`src/rtl/llr_frame_loader_pkg.sv`:
```
// Shared frame geometry and fixed-point LLR format for the LLR frame loader.
package llr_frame_loader_pkg;
  localparam int LLR_N     = 12;
  localparam int LLR_LOG2N = 4;
  localparam int LLR_INT   = 8;
  localparam int LLR_FRAC  = 8;
  localparam int LLR_W     = LLR_INT + LLR_FRAC;

  typedef logic [LLR_W-1:0] llr_t;
endpackage

```
`src/rtl/llr_frame_bank.sv`:
```
// One frame bank: n hard bits plus n LLRs, write port, registered read port and full flag.
module llr_frame_bank #(
  parameter int n     = 12,
  parameter int log2n = 4,
  parameter int W     = 16
) (
  input  logic             clk,
  input  logic             rst,
  input  logic             wr_en_i,
  input  logic [log2n-1:0] wr_addr_i,
  input  logic             wr_bit_i,
  input  logic [W-1:0]     wr_llr_i,
  input  logic             wr_last_i,
  input  logic             clr_i,
  input  logic             rd_sel_i,
  input  logic [log2n-1:0] rd_addr_i,
  output logic [W-1:0]     rd_llr_o,
  output logic             rd_bit_o,
  output logic [n-1:0]     bits_o,
  output logic             full_o
);
  localparam logic [log2n:0] N_EXT = (log2n+1)'(n);

  logic [W-1:0] llr_q [n];
  logic [n-1:0] bits_q;
  logic         full_q, full_d;
  logic [W-1:0] rd_llr_q, rd_llr_d;
  logic         rd_bit_q, rd_bit_d;
  logic         rd_hit;

  // A bank only answers reads while it is the presented bank and holds a complete frame.
  assign rd_hit = rd_sel_i && full_q && ({1'b0, rd_addr_i} < N_EXT);

  always_comb begin
    full_d   = full_q;
    rd_llr_d = '0;
    rd_bit_d = 1'b0;
    if (wr_en_i && wr_last_i) full_d = 1'b1;
    else if (clr_i)           full_d = 1'b0;
    if (rd_hit) begin
      rd_llr_d = llr_q[rd_addr_i];
      rd_bit_d = bits_q[rd_addr_i];
    end
  end

  always_ff @(posedge clk) begin
    if (wr_en_i) begin
      llr_q[wr_addr_i]  <= wr_llr_i;
      bits_q[wr_addr_i] <= wr_bit_i;
    end
  end

  always_ff @(posedge clk or negedge rst) begin
    if (!rst) begin
      full_q   <= 1'b0;
      rd_llr_q <= '0;
      rd_bit_q <= 1'b0;
    end else begin
      full_q   <= full_d;
      rd_llr_q <= rd_llr_d;
      rd_bit_q <= rd_bit_d;
    end
  end

  assign rd_llr_o = rd_llr_q;
  assign rd_bit_o = rd_bit_q;
  assign bits_o   = bits_q;
  assign full_o   = full_q;
endmodule

```
`src/rtl/llr_frame_loader.sv`:
```
// Ping-pong serial-to-frame loader feeding channel LLRs to a decoder.
// LLR_SIGNED_EN selects signed (+/-mag) LLRs; default stores mag for 1-bits, 0 otherwise.
module llr_frame_loader
  import llr_frame_loader_pkg::*;
#(
  parameter int n     = LLR_N,
  parameter int log2n = LLR_LOG2N,
  parameter int INT   = LLR_INT,
  parameter int FRAC  = LLR_FRAC,
  localparam int W    = INT + FRAC
) (
  input  logic             clk,
  input  logic             rst,
  input  logic             in_valid,
  output logic             in_ready,
  input  logic             in_bit,
  input  logic [W-1:0]     llr_mag,
  output logic             frame_valid,
  input  logic             frame_ack,
  input  logic [log2n-1:0] rd_addr,
  output logic [W-1:0]     rd_llr,
  output logic             rd_bit,
  output logic [n-1:0]     frame_bits,
  output logic [15:0]      frame_cnt
);
  localparam logic [log2n-1:0] LAST = log2n'(n - 1);

  logic [log2n-1:0] wr_ptr_q, wr_ptr_d;
  logic             wr_bank_q, wr_bank_d;
  logic             rd_bank_q, rd_bank_d;
  logic [15:0]      frame_cnt_q, frame_cnt_d;

  logic [1:0]   full;
  logic [W-1:0] bank_llr  [2];
  logic [1:0]   bank_bit;
  logic [n-1:0] bank_bits [2];
  logic         xfer, last, ack;
  logic [W-1:0] llr_w;

  assign in_ready    = ~full[wr_bank_q];
  assign frame_valid = full[rd_bank_q];
  assign xfer        = in_valid && in_ready;
  assign last        = (wr_ptr_q == LAST);
  assign ack         = frame_ack && frame_valid;

`ifdef LLR_SIGNED_EN
  assign llr_w = in_bit ? (~llr_mag + 1'b1) : llr_mag;
`else
  assign llr_w = in_bit ? llr_mag : '0;
`endif

  for (genvar b = 0; b < 2; b++) begin : g_bank
    llr_frame_bank #(.n(n), .log2n(log2n), .W(W)) u_bank (
      .clk       (clk),
      .rst       (rst),
      .wr_en_i   (xfer && (wr_bank_q == 1'(b))),
      .wr_addr_i (wr_ptr_q),
      .wr_bit_i  (in_bit),
      .wr_llr_i  (llr_w),
      .wr_last_i (last),
      .clr_i     (ack && (rd_bank_q == 1'(b))),
      .rd_sel_i  (rd_bank_q == 1'(b)),
      .rd_addr_i (rd_addr),
      .rd_llr_o  (bank_llr[b]),
      .rd_bit_o  (bank_bit[b]),
      .bits_o    (bank_bits[b]),
      .full_o    (full[b])
    );
  end

  // Only the presented bank can drive non-zero read data, so an OR merges them.
  assign rd_llr     = bank_llr[0] | bank_llr[1];
  assign rd_bit     = |bank_bit;
  assign frame_bits = frame_valid ? bank_bits[rd_bank_q] : '0;
  assign frame_cnt  = frame_cnt_q;

  always_comb begin
    wr_ptr_d    = wr_ptr_q;
    wr_bank_d   = wr_bank_q;
    rd_bank_d   = rd_bank_q;
    frame_cnt_d = frame_cnt_q;
    if (xfer) begin
      if (last) begin
        wr_ptr_d    = '0;
        wr_bank_d   = ~wr_bank_q;
        frame_cnt_d = frame_cnt_q + 16'd1;
      end else begin
        wr_ptr_d = wr_ptr_q + 1'b1;
      end
    end
    if (ack) rd_bank_d = ~rd_bank_q;
  end

  always_ff @(posedge clk or negedge rst) begin
    if (!rst) begin
      wr_ptr_q    <= '0;
      wr_bank_q   <= 1'b0;
      rd_bank_q   <= 1'b0;
      frame_cnt_q <= '0;
    end else begin
      wr_ptr_q    <= wr_ptr_d;
      wr_bank_q   <= wr_bank_d;
      rd_bank_q   <= rd_bank_d;
      frame_cnt_q <= frame_cnt_d;
    end
  end
endmodule

```
`config.mk`:
```
export PLATFORM = sky130hd
export DESIGN_NAME = llr_frame_loader
export DESIGN_NICKNAME = d
export VERILOG_FILES = /design/src/rtl/llr_frame_loader_pkg.sv /design/src/rtl/llr_frame_bank.sv /design/src/rtl/llr_frame_loader.sv
export SDC_FILE = /design/constraint.sdc
export NUM_CORES = 1
export LEC_CHECK = 0
export ABC_AREA = 1
export ABC_CLOCK_PERIOD_IN_PS = 4000
export BUFFER_PORTS_ARGS = -buffer_cell sky130_fd_sc_hd__buf_2
export CAP_MARGIN = 20
export CORE_MARGIN = 5
export CORE_UTILIZATION = 30
export CTS_CLUSTER_DIAMETER = 60
export CTS_CLUSTER_SIZE = 40
export DETAILED_ROUTE_END_ITERATION = 10
export HOLD_SLACK_MARGIN = 0.15
export PLACE_DENSITY = 0.42
export SYNTH_ARGS = -nofsm -noshare
export SYNTH_HDL_FRONTEND = slang
export SYNTH_SLANG_ARGS = --single-unit
```
`constraint.sdc`:
```
create_clock -name clk -period 4 [get_ports clk]
set_input_delay 0.8 -clock clk [delete_from_list [all_inputs] [get_ports clk]]
set_output_delay 0.8 -clock clk [all_outputs]
set_load 0.02 [all_outputs]
```
==> qor.csv <==
metric,value,unit
post-DP HPWL,31800,um
Lkg Pwr,0.00826,uW
die area,0.0686,mm^2
Setup Skew,0.0244,ns
wire per inst,21.0,um
sequential share of power,51.2,%
RSZ-0062 raised after global routing,no,
RePlAce Congestion,0.763,
arrival time worst endpoint,2.22,ns
clk_lat worst skew,0.57,ns
PortBufs,71,
Syn. warnings,0,
Yosys cell types,31,
Combinational Power Share,12.4,%
"most common cell after layout, fill and taps aside",edfxtp_1,
router iterations before antenna repair,5,
FF-to-FF setup slack,1.32,ns
largest net degree at the start of global routing,122,
drt initial violations,933,
CTS hold repair buffers,0,
top_reg_cell synth,edfxtp_1,
final net count,1755,
CTS tree,done,
P&R area growth vs syn,14.5,%
mapped cell area,0.0190,mm^2
Crit Path Max Fanout,26,
syn nets,1697,
post-route setup TNS,0,ns
clock sinks,466,
worst vdd ir,0.240,mV
Crit. End Element,output pin,
Syn Inst Count,1667,
post-layout util,34.6,%
Total Routing Usage GR,15.8,%
GRT overflow,0,
Final Hold Fails,0,
worst slew pin tran,1.03,ns
IO Count,72,
Worst R2R End,g_bank[1].u_bank.llr_q[6][1],
share of layout cells above drive strength 1,12.8,%
CTS root buffer,clkbuf_16,
Num CTS Buffers,39,
reg-to-reg startpoint,wr_bank_q,
"Req. time, crit path",3.20,ns
CTS resizes,0,
Net Switching,3100,uW
Switching Share,27.7,%
final-report setup violation count,0,
first-pass GRT wire length,81000,um
vias in the first global route,11900,
CTS max path bufs,3,
CP Launch Type,flop,
Vias/cell,4.69,
post-synthesis sequential area ratio,72.0,%
Post-synth EDFFs,408,
Post-Route WL,54600,um
Final Slew Violations,0,
initial antenna violation count,0,
async set-reset flop share out of synthesis,12.4,%
min Tclk post-route,3.02,ns
Initial Util,30.2,%
status,finished clean,
die height,262,um
Core Box Area,0.0630,mm^2
die width,262,um
vias post-DR,12200,
Cell Int Power,8090,uW
DRC Markers,0,
clock power share,36.5,%
Max-slew headroom,31.2,%
pwr/cell area,514,mW/mm^2
final worst-path cycle share,75.6,%
FF-to-FF path depth,7,
f_max,331,MHz
Routed Antenna Nets,0,
critical path type,flop to output pin,
worst min-delay path category,primary input to async pin,
Mapped Avg Cell Area,11.4,um^2
htree depth,2,
# rows,92,
post-synthesis register bit count,466,
n_diodes,0,
post-CTS setup buffer count,0,
Max Cap Viol,0,
"commonest non-fill, non-tap cells in the layout","edfxtp_1, nand2_1, nor2_1, nand3_1, o21ai_0",
clk slew on worst S/H paths,0.08,ns
[power by group through the flow]
stage / Clock [uW] / Sequential, uW / Combinational, uW
after floorplan: 0 / 5790 / 823
after global placement: 0 / 5840 / 1400
after detailed placement: 0 / 5840 / 1400
after CTS: 4210 / 5730 / 1410
after global routing: 4390 / 5760 / 1530
final: 4080 / 5730 / 1380
[registers in the layout (all words and copies together) (netlist names)]
register	count
wr_bank_q	1
rd_bank_q	1
wr_ptr_q	4
g_bank.u_bank.rd_bit_o	2
g_bank.u_bank.llr_q	384
g_bank.u_bank.bits_o	24
frame_cnt	16
g_bank.u_bank.full_o	2
g_bank.u_bank.rd_llr_o	32
[kinds of logic after synthesis]
family	after synthesis	synth area share, %
AND/OR/NAND/NOR	776	16.8
XOR/XNOR	10	0.460
AO/OA/AOI/OAI	225	6.05
flip-flops	466	72.0
buffers and inverters	185	4.38
adder cells (fa/ha/maj)	5	0.329
[cell type report]
class                      instances  area (um^2)
timing repair buffer             109          726
fill                            6224        41200
sequential                       466        13700
clock inverter                    26          337
tap                              846         1060
clock buffer                      44         1010
inverter                          93          355
multi-input combinational       1016         4590
[layer usage]
metal | up-vias | part of all wire, % | track usage, %
li1 | 5826 | - | -
met1 | 6052 | 47 | 23.3
met2 | 263 | 46 | 25.4
met3 | 55 | 4.6 | 1.94
met4 | 0 | 1.8 | 3.28
met5 | - | 0 | 0
[cell usage after synthesis, types with 17 or more instances]
| cell type | number | area (um^2) |
|---|---|---|
| a21oi_1 | 36 | 180 |
| buf_2 | 29 | 145 |
| clkbuf_1 | 38 | 143 |
| dfrtp_1 | 58 | 1450 |
| edfxtp_1 | 408 | 12300 |
| inv_1 | 87 | 327 |
| nand2_1 | 376 | 1410 |
| nand3_1 | 156 | 781 |
| nor2_1 | 203 | 762 |
| o21ai_0 | 143 | 716 |
| o21ai_1 | 29 | 145 |
| or2_2 | 17 | 106 |
[per-stage QoR]
step	hold slack, ns	setup WS [ns]	cells	cell area (um^2)	total power (uW)
detailed placement	0.480	0.943	2528	20400	7240
global route	0.441	0.757	2600	21800	11700
global placement	0.474	1.03	2528	20400	7240
floorplan	0.493	1.08	1667	19000	6620
CTS	0.396	0.941	2598	21800	11300
finish	0.388	0.978	2600	21800	11200
[worst max-delay path by stage]
stage / cells past startpoint / to / from / slack (ns)
global route: 7 / frame_bits[11] / rd_bank_q / 0.76
floorplan: 5 / g_bank[1].u_bank.bits_o[8] / in_valid / 1.08
global placement: 5 / g_bank[1].u_bank.llr_q[5][3] / in_valid / 1.03
CTS: 7 / frame_bits[11] / rd_bank_q / 0.94
finish: 7 / frame_bits[0] / rd_bank_q / 0.98
detailed placement: 5 / g_bank[1].u_bank.llr_q[5][3] / in_valid / 0.94
[critical path: stages, from the launching register on]
cell and delay [ns]:
dfrtp_1 0.81, inv_2 0.12, nand2_1 0.17, o21ai_0 0.11, buf_4 0.19, nand2_1 0.08
inv_1 0.04, buf_2 0.15
No activity file was read; power rests on OpenSTA's default activity.
